--- config.mk ---
export PLATFORM = sky130hd
export DESIGN_NAME = sobel_bus_master
export DESIGN_NICKNAME = d
export VERILOG_FILES = /design/src/rtl/sobel_bus_pkg.sv /design/src/rtl/sobel_bus_master.sv
export SDC_FILE = /design/constraint.sdc
export NUM_CORES = 1
export LEC_CHECK = 0
export ABC_AREA = 1
export CORE_MARGIN = 2
export CORE_UTILIZATION = 40
export DETAILED_ROUTE_END_ITERATION = 7
export GPL_TIMING_DRIVEN = 0
export PLACE_DENSITY = 0.79
export SLEW_MARGIN = 20
export SYNTH_ARGS = -nofsm -noshare
export SYNTH_HDL_FRONTEND = slang
export SYNTH_SLANG_ARGS = --single-unit
--- constraint.sdc ---
create_clock -name clk -period 1.41 [get_ports clk]
set_input_delay 0.141 -clock clk [delete_from_list [all_inputs] [get_ports clk]]
set_output_delay 0.141 -clock clk [all_outputs]
set_load 0.03 [all_outputs]
--- src/rtl/sobel_bus_pkg.sv ---
// Shared definitions for the Sobel window bus initiator.
//   - bus_state_e : initiator FSM states
//   - PIX_W/WIN_W : default pixel width and packed 3x3 window width
//   - STROBE_*/RW_* : bus signal encodings
//   - pix_lsb()   : LSB position of a pixel in the packed window. Index 0 is r1c0 and
//                   sits in the MSBs; the order is r1c0,r2c0,r3c0,r1c1,r2c1,r3c1,r1c2,r2c2,r3c2.
package sobel_bus_pkg;

  localparam int unsigned PIX_W = 8;
  localparam int unsigned WIN_W = 9 * PIX_W;

  localparam logic STROBE_ACTIVE = 1'b0;
  localparam logic STROBE_IDLE   = 1'b1;
  localparam logic RW_READ       = 1'b1;
  localparam logic RW_WRITE      = 1'b0;

  typedef enum logic [2:0] {
    StIdle,
    StWrite,
    StSettle,
    StRead,
    StClear,
    StOut
  } bus_state_e;

  function automatic int unsigned pix_lsb(input int unsigned idx, input int unsigned pix_w);
    return (8 - idx) * pix_w;
  endfunction

endpackage

--- src/rtl/sobel_bus_master.sv ---
// Initiator for the Sobel window bus. Accepts one packed 3x3 window per valid/ready
// handshake, runs the strobe/rw write -> (settle) -> read -> clear sequence against the
// slave, and presents the captured result downstream with valid/ready.
// Ports:
//   clk, reset            : clock, synchronous active-high reset
//   win_valid/ready/data  : upstream window stream
//   bus_wdata, bus_rdata  : window to the slave, result from the slave
//   data_strobe, bus_rw   : bus strobe (active low), 1 = read / 0 = write
//   bus_reset_n           : slave reset, stretched one cycle past reset
//   res_valid/ready/data  : downstream result stream; res_last marks end of frame
//   win_count             : results completed in the current frame
// All outputs are registered.
module sobel_bus_master #(
  parameter int unsigned PIX_W         = 8,
  parameter int unsigned SETTLE_CYCLES = 0,
  parameter int unsigned FRAME_WINDOWS = 16
) (
  input  logic                             clk,
  input  logic                             reset,
  input  logic                             win_valid,
  output logic                             win_ready,
  input  logic [9*PIX_W-1:0]               win_data,
  output logic [9*PIX_W-1:0]               bus_wdata,
  input  logic [PIX_W-1:0]                 bus_rdata,
  output logic                             data_strobe,
  output logic                             bus_rw,
  output logic                             bus_reset_n,
  output logic                             res_valid,
  input  logic                             res_ready,
  output logic [PIX_W-1:0]                 res_data,
  output logic                             res_last,
  output logic [$clog2(FRAME_WINDOWS)-1:0] win_count
);
  import sobel_bus_pkg::*;

  localparam int unsigned CntW = $clog2(FRAME_WINDOWS);
  localparam logic [CntW-1:0] LastIdx = CntW'(FRAME_WINDOWS - 1);
  localparam logic [3:0] SettleLoad = (SETTLE_CYCLES > 0) ? 4'(SETTLE_CYCLES - 1) : 4'd0;

  bus_state_e state_q, state_d;
  logic [3:0] settle_q, settle_d;
  logic       rst_hold_q;

  logic [9*PIX_W-1:0] wdata_d;
  logic               res_valid_d, res_last_d, win_ready_d;
  logic [PIX_W-1:0]   res_data_d;
  logic [CntW-1:0]    count_d;
  logic               strobe_d, rw_d, bus_reset_n_d;

  always_comb begin
    state_d     = state_q;
    settle_d    = settle_q;
    wdata_d     = bus_wdata;
    res_valid_d = res_valid;
    res_data_d  = res_data;
    count_d     = win_count;

    unique case (state_q)
      StIdle: begin
        if (win_valid && win_ready) begin
          wdata_d = win_data;
          state_d = StWrite;
        end
      end
      StWrite: begin
        if (SETTLE_CYCLES > 0) begin
          state_d  = StSettle;
          settle_d = SettleLoad;
        end else begin
          state_d = StRead;
        end
      end
      StSettle: begin
        if (settle_q == 4'd0) begin
          state_d = StRead;
        end else begin
          settle_d = settle_q - 4'd1;
        end
      end
      StRead: state_d = StClear;
      StClear: begin
        // Slave registered its result at the end of READ; it is stable now.
        res_data_d  = bus_rdata;
        res_valid_d = 1'b1;
        state_d     = StOut;
      end
      StOut: begin
        if (res_ready) begin
          res_valid_d = 1'b0;
          state_d     = StIdle;
          count_d     = (win_count == LastIdx) ? '0 : win_count + 1'b1;
        end
      end
      default: state_d = StIdle;
    endcase

    // Bus outputs are registered, so decode them from the state being entered.
    strobe_d = STROBE_IDLE;
    rw_d     = RW_READ;
    unique case (state_d)
      StWrite: begin
        strobe_d = STROBE_ACTIVE;
        rw_d     = RW_WRITE;
      end
      StRead, StClear: strobe_d = STROBE_ACTIVE;
      default: ;
    endcase

    bus_reset_n_d = ~rst_hold_q;
    win_ready_d   = (state_d == StIdle) && bus_reset_n_d;
    res_last_d    = (count_d == LastIdx);
  end

  always_ff @(posedge clk) begin
    if (reset) begin
      state_q     <= StIdle;
      settle_q    <= 4'd0;
      rst_hold_q  <= 1'b1;
      bus_reset_n <= 1'b0;
      win_ready   <= 1'b0;
      bus_wdata   <= '0;
      data_strobe <= STROBE_IDLE;
      bus_rw      <= RW_READ;
      res_valid   <= 1'b0;
      res_data    <= '0;
      res_last    <= 1'b0;
      win_count   <= '0;
    end else begin
      state_q     <= state_d;
      settle_q    <= settle_d;
      rst_hold_q  <= 1'b0;
      bus_reset_n <= bus_reset_n_d;
      win_ready   <= win_ready_d;
      bus_wdata   <= wdata_d;
      data_strobe <= strobe_d;
      bus_rw      <= rw_d;
      res_valid   <= res_valid_d;
      res_data    <= res_data_d;
      res_last    <= res_last_d;
      win_count   <= count_d;
    end
  end

endmodule

Yosys cells after proc, flatten, opt, wreduce, memory -nomap -nowiden. Index checks and enable logic that the tools add are counted.

Register bits: 98. Latch bits: 0. Bits in writable memories: 0. Bits in read-only memories: 0. Input bits: 84. Output and inout port bits: 90. Logic and storage cells: 49. Memories kept: 0.

Add/sub/neg operators: 2. $mul: 0. Div/mod/pow operators: 0. $lt $le $gt $ge: 0. Equality and inequality tests: 11. Shift-type cells: 0. Mux-type cells: 12. Bitwise gates (word level): 2. Reductions and logical operators: 10.

Operator list (count): $pmux W3 S6 (1); $mux W4 (3); $eq A3 B2 Y1 const B (3); $eq A3 B3 Y1 const B (3); $mux W3 (3); $eq A4 B4 Y1 const B (2); $eq A3 B1 Y1 const B (2); $logic_not A3 Y1 (2); $reduce_and A2 Y1 (3); $add A4 B1 Y4 const B (1); $logic_not A4 Y1 (1); $mux W1 (4); $sub A4 B1 Y4 const B (1); $reduce_or A3 Y1 (1); $logic_and A1 B1 Y1 (2); $ne A2 B2 Y1 const B (1); $not A1 Y1 (2); $pmux W1 S2 (1); $reduce_bool A2 Y1 (1).

Longest topological paths before layout.
Word-level depth: 6. Gate-level depth with buffers: 9. Gate-level depth less buffers: 9.

Least setup slack after synthesis. No wires, ideal clock.

Path type: register to register. Start: reg win_count[0]. End: reg res_last. Setup time: 0.114 ns. Arrival time: 1.184 ns. Required time: 1.296 ns. Setup slack: 0.113 ns. Cell stages (with the launch flop): 9. Buffers on the path: 0. Period minus slack after synthesis: 1.297 ns. Cells stage by stage: dfxtp_1 ha_1 nand3_1 nand2_1 nand2_1 nand2_1 inv_1 nand3_1 nor2_1.

Cells in the longest elaborated chain, start to end: 5. Elaborated cells between the ends (all ways): 6. Classes of those cells: add/sub (1); eq/ne (2); mux (3).

RTL lines: from (decl) (RTL line sobel_bus_master.sv:32) `output logic [$clog2(FRAME_WINDOWS)-1:0] win_count`; from (signal assigned) (RTL line sobel_bus_master.sv:140) `win_count <= count_d;`; $add A4 B1 Y4 / $eq A4 B4 Y1 (equally long branches) (RTL line sobel_bus_master.sv:91) `count_d = (win_count == LastIdx) ? '0 : win_count + 1'b1;`; $mux W4 (RTL line sobel_bus_master.sv:91); $mux W4 (RTL line sobel_bus_master.sv:88) `if (res_ready) begin`; $mux W4 * (RTL line sobel_bus_master.sv:58) `unique case (state_q)`; $eq A4 B4 Y1 * (RTL line sobel_bus_master.sv:111) `res_last_d = (count_d == LastIdx);`; to (signal assigned) (RTL line sobel_bus_master.sv:139) `res_last <= res_last_d;`; to (decl) (RTL line sobel_bus_master.sv:31) `output logic res_last,`.

Mark *: on every way between the ends. The rest lies on a longest branch, timed or not. A chain may end at the register's enable or synchronous reset.

Worst setup path after layout.
Start: reg win_count[2]. End: out win_count[2].

No word-level cell between the ends.

==> run metrics <==
status finished clean; Tot GR Track Use 0.205; vias in the first global route 3419; unrepaired setup endpoints after global routing no; VDD IR-drop max 0.990 mV; R2R depth 6; Max Cap Viol 0; area grow syn2layout 54.1%; # IOs 174; core box area 0.00872 mm2; post-route ant nets 0; Vias/cell 4.69; Crit path largest cell delay 0.43 ns; Post-Syn Area 0.00361 mm2; Final Hold Viols 0; Final Setup Violations 0; post-synthesis xor/xnor area fraction 0; Buf/Inv on CP 1; async set-reset flop share out of synthesis 0; DRT Wirelength 9.91 mm; post-synthesis mux area share 0; CTS sink cnt 98; height of the chip 99.0 um; Synth cell types 24; Initial Util 0.414; Synth Net Count 546; EDFF count, synth 0; reg2reg start state_q[1]; Lkg Pwr 0.00258 uW; adder-cell area share of the yosys netlist 0.00693; Hold Path Sink rst_hold_q; PD cells 1550 mW/mm2; Clk Latency, worst-skew pair 0.35 ns; Avg WL per Cell 13.1 um; Worst-Margin Slew 0.356 ns; CP arrival 1.20 ns; Tcrit/Tclk final 0.950; most common cell after layout, fill and taps aside nor2_1; Hold Buf Count CTS 0; R2R Setup Slk 0.13 ns; DRC Markers 0; sequential share of the synthesized area 0.544; Post-CTS Setup Bufs 0; number of H-tree levels 3; CP delay by family, top buffers and inverters; critical path class flip-flop to output port; Worst Hold Depth 1; Die Footprint 0.00980 mm2; post-DP HPWL 7.56 mm; Crit Reg-Reg Endpoint bus_wdata[46]; Ys Warns 0; worst path cell trace dlygate4sd2_1; Mapped Avg Cell Area 7.85 um2; port buffer count 173; Post-Synth Simple-Gate Area 0.254; Design Area, Final 0.00556 mm2; Final #Nets 730; 1st-iter DRT viols 59; Fmax 746 MHz; Num CTS Buffers 9; Cells after Synth 460; Clock Pin Slew Worst Setup and Hold Paths 0.09 ns; fillers 804; CP max FO 6; diode count 0; worst rel slew slack 0.763; placed cell area 0.00548 mm2; drt first pass iters 4; commonest non-fill, non-tap cells in the layout 175 x nor2_1, 96 x dfxtp_1, 90 x dlygate4sd2_1, 83 x clkdlybuf4s50_1, 52 x o21ai_0; clock skew after layout 0.0114 ns; layout cells sized above 1 0.0788; critical path launch point win_count[2]; Cell Rows 34; Setup WS pre-CTS -0.254 ns; Die Width 99.0 um; largest net degree at the start of global routing 16; critical path capture point type output port; post-route minimum period 1.34 ns; CTS tree yes; Root Driver clkbuf_8; clk buf depth 2; grt total ovfl 0; antenna violations before repair 0; CP Depth 1; final-report max-slew violation count 0; first-pass GRT wire length 16.1 mm; Vias 3540; Hold WC Path Type input pin to flip-flop; Hold Crit Start reset; #FFs+latches synth 98; Startpoint Class flip-flop; Setup WS post-layout 0.0704 ns; Top FF cell, synth dfxtp_1; GPL Wtd Cong 0.806; total power 8600 uW; Compound-Gate Fraction of Synth Area 0.125; CP max-delay cell dlygate4sd2_1; required time worst endpoint 1.27 ns; Setup TNS Final 0 ns; largest family of logic cells by synthesized area simple AND/OR/NAND/NOR gates
==> cells in the mapped netlist (2+ instances only) <==
library cell  count  area share
clkbuf_1          4      0.0042
ha_1              2      0.0069
nor2_4            2      0.0062
buf_2            10       0.014
nor2_2            3      0.0052
a21oi_1           5      0.0069
nand4_1           2      0.0035
nand2_1          26       0.027
nand2_2           2      0.0035
o21ai_0          53       0.073
nor2_1          175        0.18
buf_4             4      0.0083
nand3_1          10       0.014
o21ai_1          31       0.043
inv_1            19       0.020
buf_6             7       0.022
dfxtp_1          98        0.54
==> area by class of cell <==
cell class              instances  area [um2]  area share
plain buffers                  25         176      0.0317
well taps                     108         135      0.0243
clock inverters                 4        53.8     0.00967
flip-flops and latches         98        1960       0.353
repair buffers                173        1620       0.291
clock buffers                  10         138      0.0247
multi-input cells             316        1400       0.251
inverters                      21        81.3      0.0146
==> metrics by stage <==
step,util,hold slack [ns],instances
6_report,0.638,0.266,755
3_5_place_dp,0.628,0.415,741
5_1_grt,0.638,0.259,755
4_1_cts,0.637,0.255,755
3_3_place_gp,0.628,0.391,741
2_1_floorplan,-,0.169,460
==> logic make-up (layout without fill, tap and decap cells) <==
family / after synthesis / count (layout)
buf+inv: 46 / 233
simple gates: 224 / 224
compound gates: 90 / 90
fa+ha+maj: 2 / 2
flops: 98 / 98
==> metal layers <==
| metal | routed length [um] | vias up | global-route usage |
|---|---|---|---|
| met2 | 5010 | 107 | 0.364 |
| met5 | 0 | - | 0 |
| met4 | 160 | 0 | 0.0790 |
| met3 | 670 | 13 | 0.0546 |
| li1 | - | 1831 | - |
| met1 | 4080 | 1589 | 0.233 |
==> registers in the layout, summed over array words and instances (netlist names) <==
name,count
settle_q,4
win_ready,1
bus_rw,1
rst_hold_q,1
res_data,8
bus_wdata,72
res_last,1
data_strobe,1
state_q,3
win_count,4
res_valid,1
bus_reset_n,1
==> power by group <==
group	total (uW)	internal, uW	switching, uW
clock	1790	853	937
combinational	3270	1220	2050
sequential	3550	3280	263
total	8600	5350	3250
==> how the worst max path moves through the flow <==
stage                         end
floorplan                res_last
CTS                   res_data[3]
detailed placement    res_data[5]
global placement    bus_wdata[67]
finish               win_count[2]
global route         win_count[2]
==> timing repair <==
action / CTS / global route
endpoints found under the setup margin: 90 / 60
gates resized for setup: 90 / 7
hold endpoints to repair: 0 / 0
Note: power is estimated with default switching activity, not from simulation.
